$ cat config.mk
export PLATFORM = sky130hd
export DESIGN_NAME = uart_rx
export DESIGN_NICKNAME = d
export VERILOG_FILES = /design/src/rtl/uart_rx.sv
export SDC_FILE = /design/constraint.sdc
export NUM_CORES = 1
export LEC_CHECK = 0
export ABC_AREA = 1
export BUFFER_PORTS_ARGS = -buffer_cell sky130_fd_sc_hd__buf_2
export CORE_UTILIZATION = 57
export CTS_CLUSTER_SIZE = 12
export DETAILED_ROUTE_END_ITERATION = 7
export PLACE_DENSITY = 0.83
export RECOVER_POWER = 25
export SYNTH_ARGS = -nofsm -noshare
export SYNTH_HDL_FRONTEND = slang
export SYNTH_SLANG_ARGS = --single-unit
$ cat constraint.sdc
create_clock -name clk -period 3.75 [get_ports clk]
set_input_delay 0.75 -clock clk [delete_from_list [all_inputs] [get_ports clk]]
set_output_delay 0.75 -clock clk [all_outputs]
set_load 0.02 [all_outputs]
$ cat src/rtl/uart_rx.sv
// Asynchronous serial receiver: 2-flop synchronized input, centre sampling, single-entry
// valid/ready output register. Optional even-parity bit enabled by defining UART_RX_PARITY_EN.
module uart_rx #(
    parameter int BAUD = 9600,
    parameter int CLKF = 100000000,
    parameter int DLEN = 8
) (
    input  logic            clk,
    input  logic            rst,
    input  logic            i_rxs,
    output logic            o_rvalid,
    input  logic            i_rready,
    output logic [DLEN-1:0] o_rdata,
    output logic            o_ferr,
    output logic            o_ovr,
    output logic            o_perr
);

    localparam int BAUD_LIMIT = CLKF / BAUD;
    localparam int HALF_LIMIT = BAUD_LIMIT / 2;
    localparam int CW         = $clog2(BAUD_LIMIT);
    localparam int BW         = (DLEN > 1) ? $clog2(DLEN) : 1;
    localparam logic [CW-1:0] BAUD_LAST = CW'(BAUD_LIMIT - 1);
    localparam logic [CW-1:0] HALF_LAST = CW'(HALF_LIMIT - 1);
    localparam logic [BW-1:0] BIT_LAST  = BW'(DLEN - 1);

    typedef enum logic [2:0] {
        RX_IDLE   = 3'd0,
        RX_START  = 3'd1,
        RX_DATA   = 3'd2,
        RX_PARITY = 3'd3,
        RX_STOP   = 3'd4
    } rx_state_t;

    rx_state_t       state, nstate;
    logic            rxs_m, rxs_s;
    logic [CW-1:0]   cnt;
    logic [BW-1:0]   bit_cnt;
    logic [DLEN-1:0] shift;
    logic            armed;
    logic            samp_half, samp_full;
    logic            sample, data_samp, stop_evt;
    logic            par_ok;
    logic            load, ovr_set, ferr_set, perr_set;

    always_ff @(posedge clk or posedge rst) begin
        if (rst) begin
            rxs_m <= 1'b1;
            rxs_s <= 1'b1;
        end else begin
            rxs_m <= i_rxs;
            rxs_s <= rxs_m;
        end
    end

    assign samp_half = (cnt == HALF_LAST);
    assign samp_full = (cnt == BAUD_LAST);

    always_ff @(posedge clk or posedge rst) begin
        if (rst) state <= RX_IDLE;
        else     state <= nstate;
    end

    always_comb begin
        nstate = state;
        case (state)
            RX_IDLE:   if (!rxs_s && armed) nstate = RX_START;
            RX_START:  if (samp_half) nstate = rxs_s ? RX_IDLE : RX_DATA;
            RX_DATA:
                if (samp_full && bit_cnt == BIT_LAST)
`ifdef UART_RX_PARITY_EN
                    nstate = RX_PARITY;
`else
                    nstate = RX_STOP;
`endif
`ifdef UART_RX_PARITY_EN
            RX_PARITY: if (samp_full) nstate = RX_STOP;
`endif
            RX_STOP:   if (samp_full) nstate = RX_IDLE;
            default:   nstate = RX_IDLE;
        endcase
    end

`ifdef UART_RX_PARITY_EN
    logic par_bit;
    assign par_ok = ~(^shift ^ par_bit);
`else
    assign par_ok = 1'b1;
`endif

    always_comb begin
        sample    = 1'b0;
        data_samp = 1'b0;
        stop_evt  = 1'b0;
        load      = 1'b0;
        ovr_set   = 1'b0;
        ferr_set  = 1'b0;
        perr_set  = 1'b0;
        case (state)
            RX_START:  sample = samp_half;
            RX_DATA: begin
                sample    = samp_full;
                data_samp = samp_full;
            end
            RX_PARITY: sample = samp_full;
            RX_STOP: begin
                sample   = samp_full;
                stop_evt = samp_full;
            end
            default: ;
        endcase
        // Acceptance in the stop-sample cycle frees the register, so the new word loads.
        if (stop_evt) begin
            ferr_set = !rxs_s;
            perr_set = rxs_s && !par_ok;
            load     = rxs_s && par_ok && (!o_rvalid || i_rready);
            ovr_set  = rxs_s && par_ok && o_rvalid && !i_rready;
        end
    end

    always_ff @(posedge clk or posedge rst) begin
        if (rst) begin
            cnt     <= '0;
            bit_cnt <= '0;
            shift   <= '0;
            armed   <= 1'b0;
        end else begin
            cnt <= (state == RX_IDLE || sample) ? '0 : cnt + 1'b1;
            if (state == RX_START)
                bit_cnt <= '0;
            else if (data_samp)
                bit_cnt <= bit_cnt + 1'b1;
            if (data_samp)
                shift <= DLEN'({rxs_s, shift} >> 1);
            // Only re-arm in idle so a line held low after a frame cannot retrigger.
            if (state == RX_IDLE && nstate == RX_START)
                armed <= 1'b0;
            else if (state == RX_IDLE && rxs_s)
                armed <= 1'b1;
        end
    end

`ifdef UART_RX_PARITY_EN
    always_ff @(posedge clk or posedge rst) begin
        if (rst) begin
            par_bit <= 1'b0;
            o_perr  <= 1'b0;
        end else begin
            if (state == RX_PARITY && samp_full)
                par_bit <= rxs_s;
            o_perr <= perr_set;
        end
    end
`else
    assign o_perr = 1'b0;
`endif

    always_ff @(posedge clk or posedge rst) begin
        if (rst) begin
            o_rvalid <= 1'b0;
            o_rdata  <= '0;
            o_ferr   <= 1'b0;
            o_ovr    <= 1'b0;
        end else begin
            o_ferr <= ferr_set;
            o_ovr  <= ovr_set;
            if (load) begin
                o_rvalid <= 1'b1;
                o_rdata  <= shift;
            end else if (o_rvalid && i_rready) begin
                o_rvalid <= 1'b0;
            end
        end
    end

endmodule
## Word-level counts from Yosys, hierarchy flattened

Cells that the tools add are included.

| operators by class | value |
|---|---|
| add/subtract/negate cells | 2 |
| equal/unequal tests | 8 |
| muxes and demuxes | 19 |
| reduce and logical (&&, ||, !) cells | 18 |

Operators with widths:

| operator | number |
|---|---|
| 2-to-1 mux 3 bit | 6 |
| adder 14 x 1 -> 14 bit (second input constant) | 1 |
| equality test 14 x 13 -> 1 bit (second input constant) | 1 |
| equality test 14 bit (second input constant) | 1 |
| 2-to-1 mux 14 bit | 1 |
| one-hot mux 3 bit (4 select lines) | 1 |
| 2-to-1 mux 1 bit | 9 |
| logical AND 1 bit | 8 |
| equality test 3 x 1 -> 1 bit (second input constant) | 2 |
| equality test 3 x 2 -> 1 bit (second input constant) | 2 |
| equality test 3 bit (second input constant) | 2 |
| nonzero test 2 bit | 3 |
| adder 3 x 1 -> 3 bit (second input constant) | 1 |
| zero test 1 bit | 3 |
| zero test 3 bit | 1 |
| OR reduction 3 bit | 1 |
| logical OR 1 bit | 2 |
| 2-to-1 mux 2 bit | 1 |
| one-hot mux 1 bit (2 select lines) | 1 |

| word-level totals | value |
|---|---|
| flip-flop bits (word level) | 42 |
| bits of input ports | 4 |
| output and inout port bits | 12 |
| word-level logic and storage cells | 58 |

## Logic depth before layout (Yosys ltp)

| depth | value |
|---|---|
| word-level depth | 7 |
| mapped depth | 9 |
| depth with buffers taken out | 8 |

## Least setup slack after synthesis

Ideal clock, no wire load.

| timing | value |
|---|---|
| path kind | input port to flip-flop |
| from | input i_rready |
| to | register o_rdata[0] |
| library setup time | 0.117 ns |
| arrival time | 1.440 ns |
| required time | 3.633 ns |
| setup slack | 2.192 ns |
| cell stages on the path | 5 |
| buffers on the path | 0 |
| cell sequence | nor2_1 -> nor2_1 -> nand3_2 -> nand2_1 -> nand2_1 |

| on the way | value |
|---|---|
| word-level cells in the longest chain between the ends | 3 |

Ends and longest elaborated chain:

| element | RTL line | source |
|---|---|---|
| start: declaration | 12 | `input logic i_rready,` |
| logical OR 1 bit | 116 | `load = rxs_s && par_ok && (!o_rvalid \|\| i_rready);` |
| logical AND 1 bit | 116 |  |
| 2-to-1 mux 1 bit | 113 | `if (stop_evt) begin` |
| end signal: assignment | 169 | `o_rdata <= shift;` |
| end: declaration | 13 | `output logic [DLEN-1:0] o_rdata,` |

No other way between the ends.
A chain may end at the register's enable or synchronous reset.

## Worst setup path in the final report

| timing | value |
|---|---|
| from | register cnt[0] |
| to | register cnt[2] |

| on the way | value |
|---|---|
| word-level cells in the longest chain between the ends | 4 |
| elaborated cells between the ends (all ways) | 6 |
| classes of those cells | add/sub (1); eq/ne (2); mux (2); reduce/logical (1) |

Ends and longest elaborated chain:

| element | RTL line | source |
|---|---|---|
| start: declaration | 37 | `logic [CW-1:0] cnt;` |
| start signal: assignment | 128 | `cnt <= (state == RX_IDLE \|\| sample) ? '0 : cnt + 1'b1;` |
| branches (longest 3 deep; another with adder 14 x 1 -> 14 bit) | - |  |
| 2-to-1 mux 14 bit (*) | 128 |  |

Every way passes the cells marked *.

==> results.py <==
metrics = {
    "grt": {
        "track_usage_pct": 22.0,
        "antenna_found_initial": 0,
        "grt_pass1_vias": 1549,
        "grt_max_degree": 23,
        "grt_overflow_total": 0,
        "grt_pass1_wl_mm": 6.76,
    },
    "final_layout": {
        "area_delta_synth_final_pct": 10.2,
        "drive_gt1_share_pct": 16.5,
        "diodes": 0,
        "final_nets": 284,
        "final_cells": 324,
        "final_area_sq_mm": 0.00237,
    },
    "setup_path": {
        "crit_chain": "ha_1 > nand2_2 > nor2_4 > nand3_4 > nor2_8 > nand2_2 > nand3_2 > nor2_1",
        "path_buf_inv": 0,
        "cp_max_fo": 19,
        "max_stage_delay_ps": 370,
        "r2r_end": "cnt[2]$_DFF_PP0_",
        "reg2regPathDepth": 8,
        "regToRegStartpoint": "cnt[0]$_DFF_PP0_",
        "r2r_setup_slack_ps": 1880,
        "cp-end-kind": "flop",
        "critPathMostFrequentCell": "nand2_2",
        "crit_slowest_cell": "dfrtp_1",
        "path_class": "reg2reg",
        "cp.required_ps": 3920,
        "startpoint_type": "flop",
        "cp_top_family": "simple AND/OR/NAND/NOR gates",
        "worstPathArrival_ps": 2040,
    },
    "hold_path": {
        "min_from": "rxs_m$_DFF_PP1_",
        "hold_path_end": "rxs_s$_DFF_PP1_",
        "hold_class": "reg2reg",
        "holdPathStages": 0,
    },
    "place": {
        "gp_congestion": 0.883,
        "place_ws_ps": 1880,
        "dp_cells": 316,
        "post-dp-hpwl_mm": 2.74,
        "port_buffers": 14,
        "place_area_sq_mm": 0.00223,
    },
    "yosys": {
        "syn_area_sq_mm": 0.00215,
        "ys_warn_count": 0,
        "synth-edff-count": 0,
        "synth_most_common_cell": "nand2_1",
        "syn_area_per_cell_sq_um": 8.16,
        "yosysSeqAreaShare_pct": 48.9,
        "synth_flop_cell": "dfrtp_1",
        "synth_nets": 271,
        "synthArstFlopShare_pct": 100,
        "postSynthCellCount": 264,
        "synth.top_cells.by_count": "71 x nand2_1, 40 x dfrtp_1, 33 x nor2_1",
        "yosysUniqueCellTypes": 25,
        "yosysTopAreaCell": "dfrtp_1",
        "synth_top_area_share_pct": 46.5,
        "synthTopCellsByArea": "dfrtp_1 46%, nand2_1 12%, nand3_1 6.3%",
        "synth-seq-cells": 42,
    },
    "floorplan": {
        "start_util_pct": 62.1,
        "die_h_um": 63.5,
        "dieArea_sq_mm": 0.00403,
        "io_pins": 16,
        "dieWidth_um": 63.5,
        "placementRows": 21,
        "coreArea_sq_mm": 0.00347,
    },
    "sta": {
        "rsz0062_at_grt": "no",
        "finalClockSkew_ps": 4.29,
        "slew_headroom_pct": 46.2,
        "setup_tns_ps": 0,
        "worstMarginPinSlew_ps": 806,
        "finalSetupViolCount": 0,
        "fin_crit_ps": 1870,
        "maxSlewViolCount": 0,
        "finalHoldViolCount": 0,
        "fmax_mhz": 535,
        "timing.final.crit_share_pct": 49.9,
        "setup_ws_ps": 1880,
    },
    "power_and_ir_drop": {
        "leakage_nw": 1.23,
        "irDropWorstVdd_v": 0.000270,
        "power_mw": 1.11,
        "powerDensity_mw_per_mm2": 468,
    },
    "clock_tree": {
        "cts-resized-gates": 0,
        "cts_buffers": 5,
        "cts_tree": "yes",
        "htree_levels": 2,
        "cts.sinks": 42,
        "cts_setup_buffers": 0,
        "clock_latency_ps": 290,
        "clkTransAtPathRegs_ps": 80,
        "cts_hold_buf": 0,
        "clock_path_buffers": 2,
        "cts-root-buf": "clkbuf_8",
    },
    "run_status": {
        "status": "complete, no violations",
    },
    "run": {
        "max_cap_violations": 0,
    },
    "route": {
        "drcViolationCount": 0,
        "num_vias": 1703,
        "post_drt_wl_per_cell_um": 11.7,
        "first_pass_iters": 4,
        "initialDrtViolationCount": 110,
        "antenna_left": 0,
        "wl_mm": 3.80,
        "via_per_inst": 5.26,
    },
}
through the flow:
stage / hold slack, ps / utilization (%)
3_5_place_dp: 350 / 64.3
6_report: 361 / 68.4
3_3_place_gp: 350 / 64.3
2_1_floorplan: 345 / -
4_1_cts: 361 / 68.4
5_1_grt: 368 / 68.4
flip-flops by register name, indices dropped and copies added, names as in the netlist:
| name | flops |
|---|---|
| o_ovr | 1 |
| bit_cnt | 3 |
| shift | 8 |
| rxs_m | 1 |
| rxs_s | 1 |
| cnt | 14 |
| o_ferr | 1 |
| o_rdata | 8 |
| state | 3 |
| o_rvalid | 1 |
| armed | 1 |
cell usage in the layout (no fill, tap or decap), drive strengths merged:
cell	instances
clkbuf	6
ha	3
xor2	7
nand4	16
dfrtp	40
o21bai	1
buf	15
nor2	46
inv	27
conb	1
bufinv	2
o21ai	3
xnor2	1
nand3	31
dfstp	2
nand2	74
nor3	3
worst max-delay path by stage:
| stage | startpoint | end | slack (ps) | cells past startpoint |
|---|---|---|---|---|
| floorplan | rst | armed$_DFFE_PP0P_ | 2030 | 1 |
| global placement | cnt[0]$_DFF_PP0_ | cnt[0]$_DFF_PP0_ | 1940 | 8 |
| detailed placement | cnt[0]$_DFF_PP0_ | cnt[2]$_DFF_PP0_ | 1880 | 8 |
| CTS | cnt[0]$_DFF_PP0_ | cnt[2]$_DFF_PP0_ | 1860 | 8 |
| global route | cnt[0]$_DFF_PP0_ | cnt[13]$_DFF_PP0_ | 1690 | 8 |
| finish | cnt[0]$_DFF_PP0_ | cnt[2]$_DFF_PP0_ | 1880 | 8 |
layout make-up:
cell class	count	area, sq um
Multi-Input combinational cell	186	941
Clock inverter	2	60.1
Clock buffer	6	82.6
Tap cell	46	57.6
Timing Repair Buffer	15	77.6
Sequential cell	42	1050
Inverter	27	101
Fill cell	273	1090
worst register-to-register path, cell delays in order, from the launching register on:
cell and delay, ps:
dfrtp_1 370, ha_1 260, nand2_2 110, nor2_4 180, nand3_4 120, nor2_8 240, nand2_2 80, nand3_2 300
nor2_1 80
report_power, final:
group	internal, mW	switching (mW)
logic	0.0527	0.108
registers	0.489	0.0323
clock network	0.284	0.146
routing by layer:
layer  routed length (um)  vias up  global-route usage, %
met5                    0        -                      0
met1                 1810      769                   29.1
met4                   59        0                   9.38
li1                     -      863                      -
met2                 1700       63                   33.6
met3                  239        8                   6.16
cell families (layout without fill, tap and decap cells):
kind of cell | count (synthesis) | count (layout) | share of synthesized area [%]
buffers and inverters | 36 | 50 | 7.43
other | 1 | 1 | 0.174
AND/OR/NAND/NOR | 170 | 170 | 37.5
AO/OA/AOI/OAI | 4 | 4 | 1.05
adder cells (fa/ha/maj) | 3 | 3 | 1.74
XOR/XNOR | 8 | 8 | 3.25
flip-flops | 42 | 42 | 48.9
Note: power is estimated with default switching activity, not from simulation.
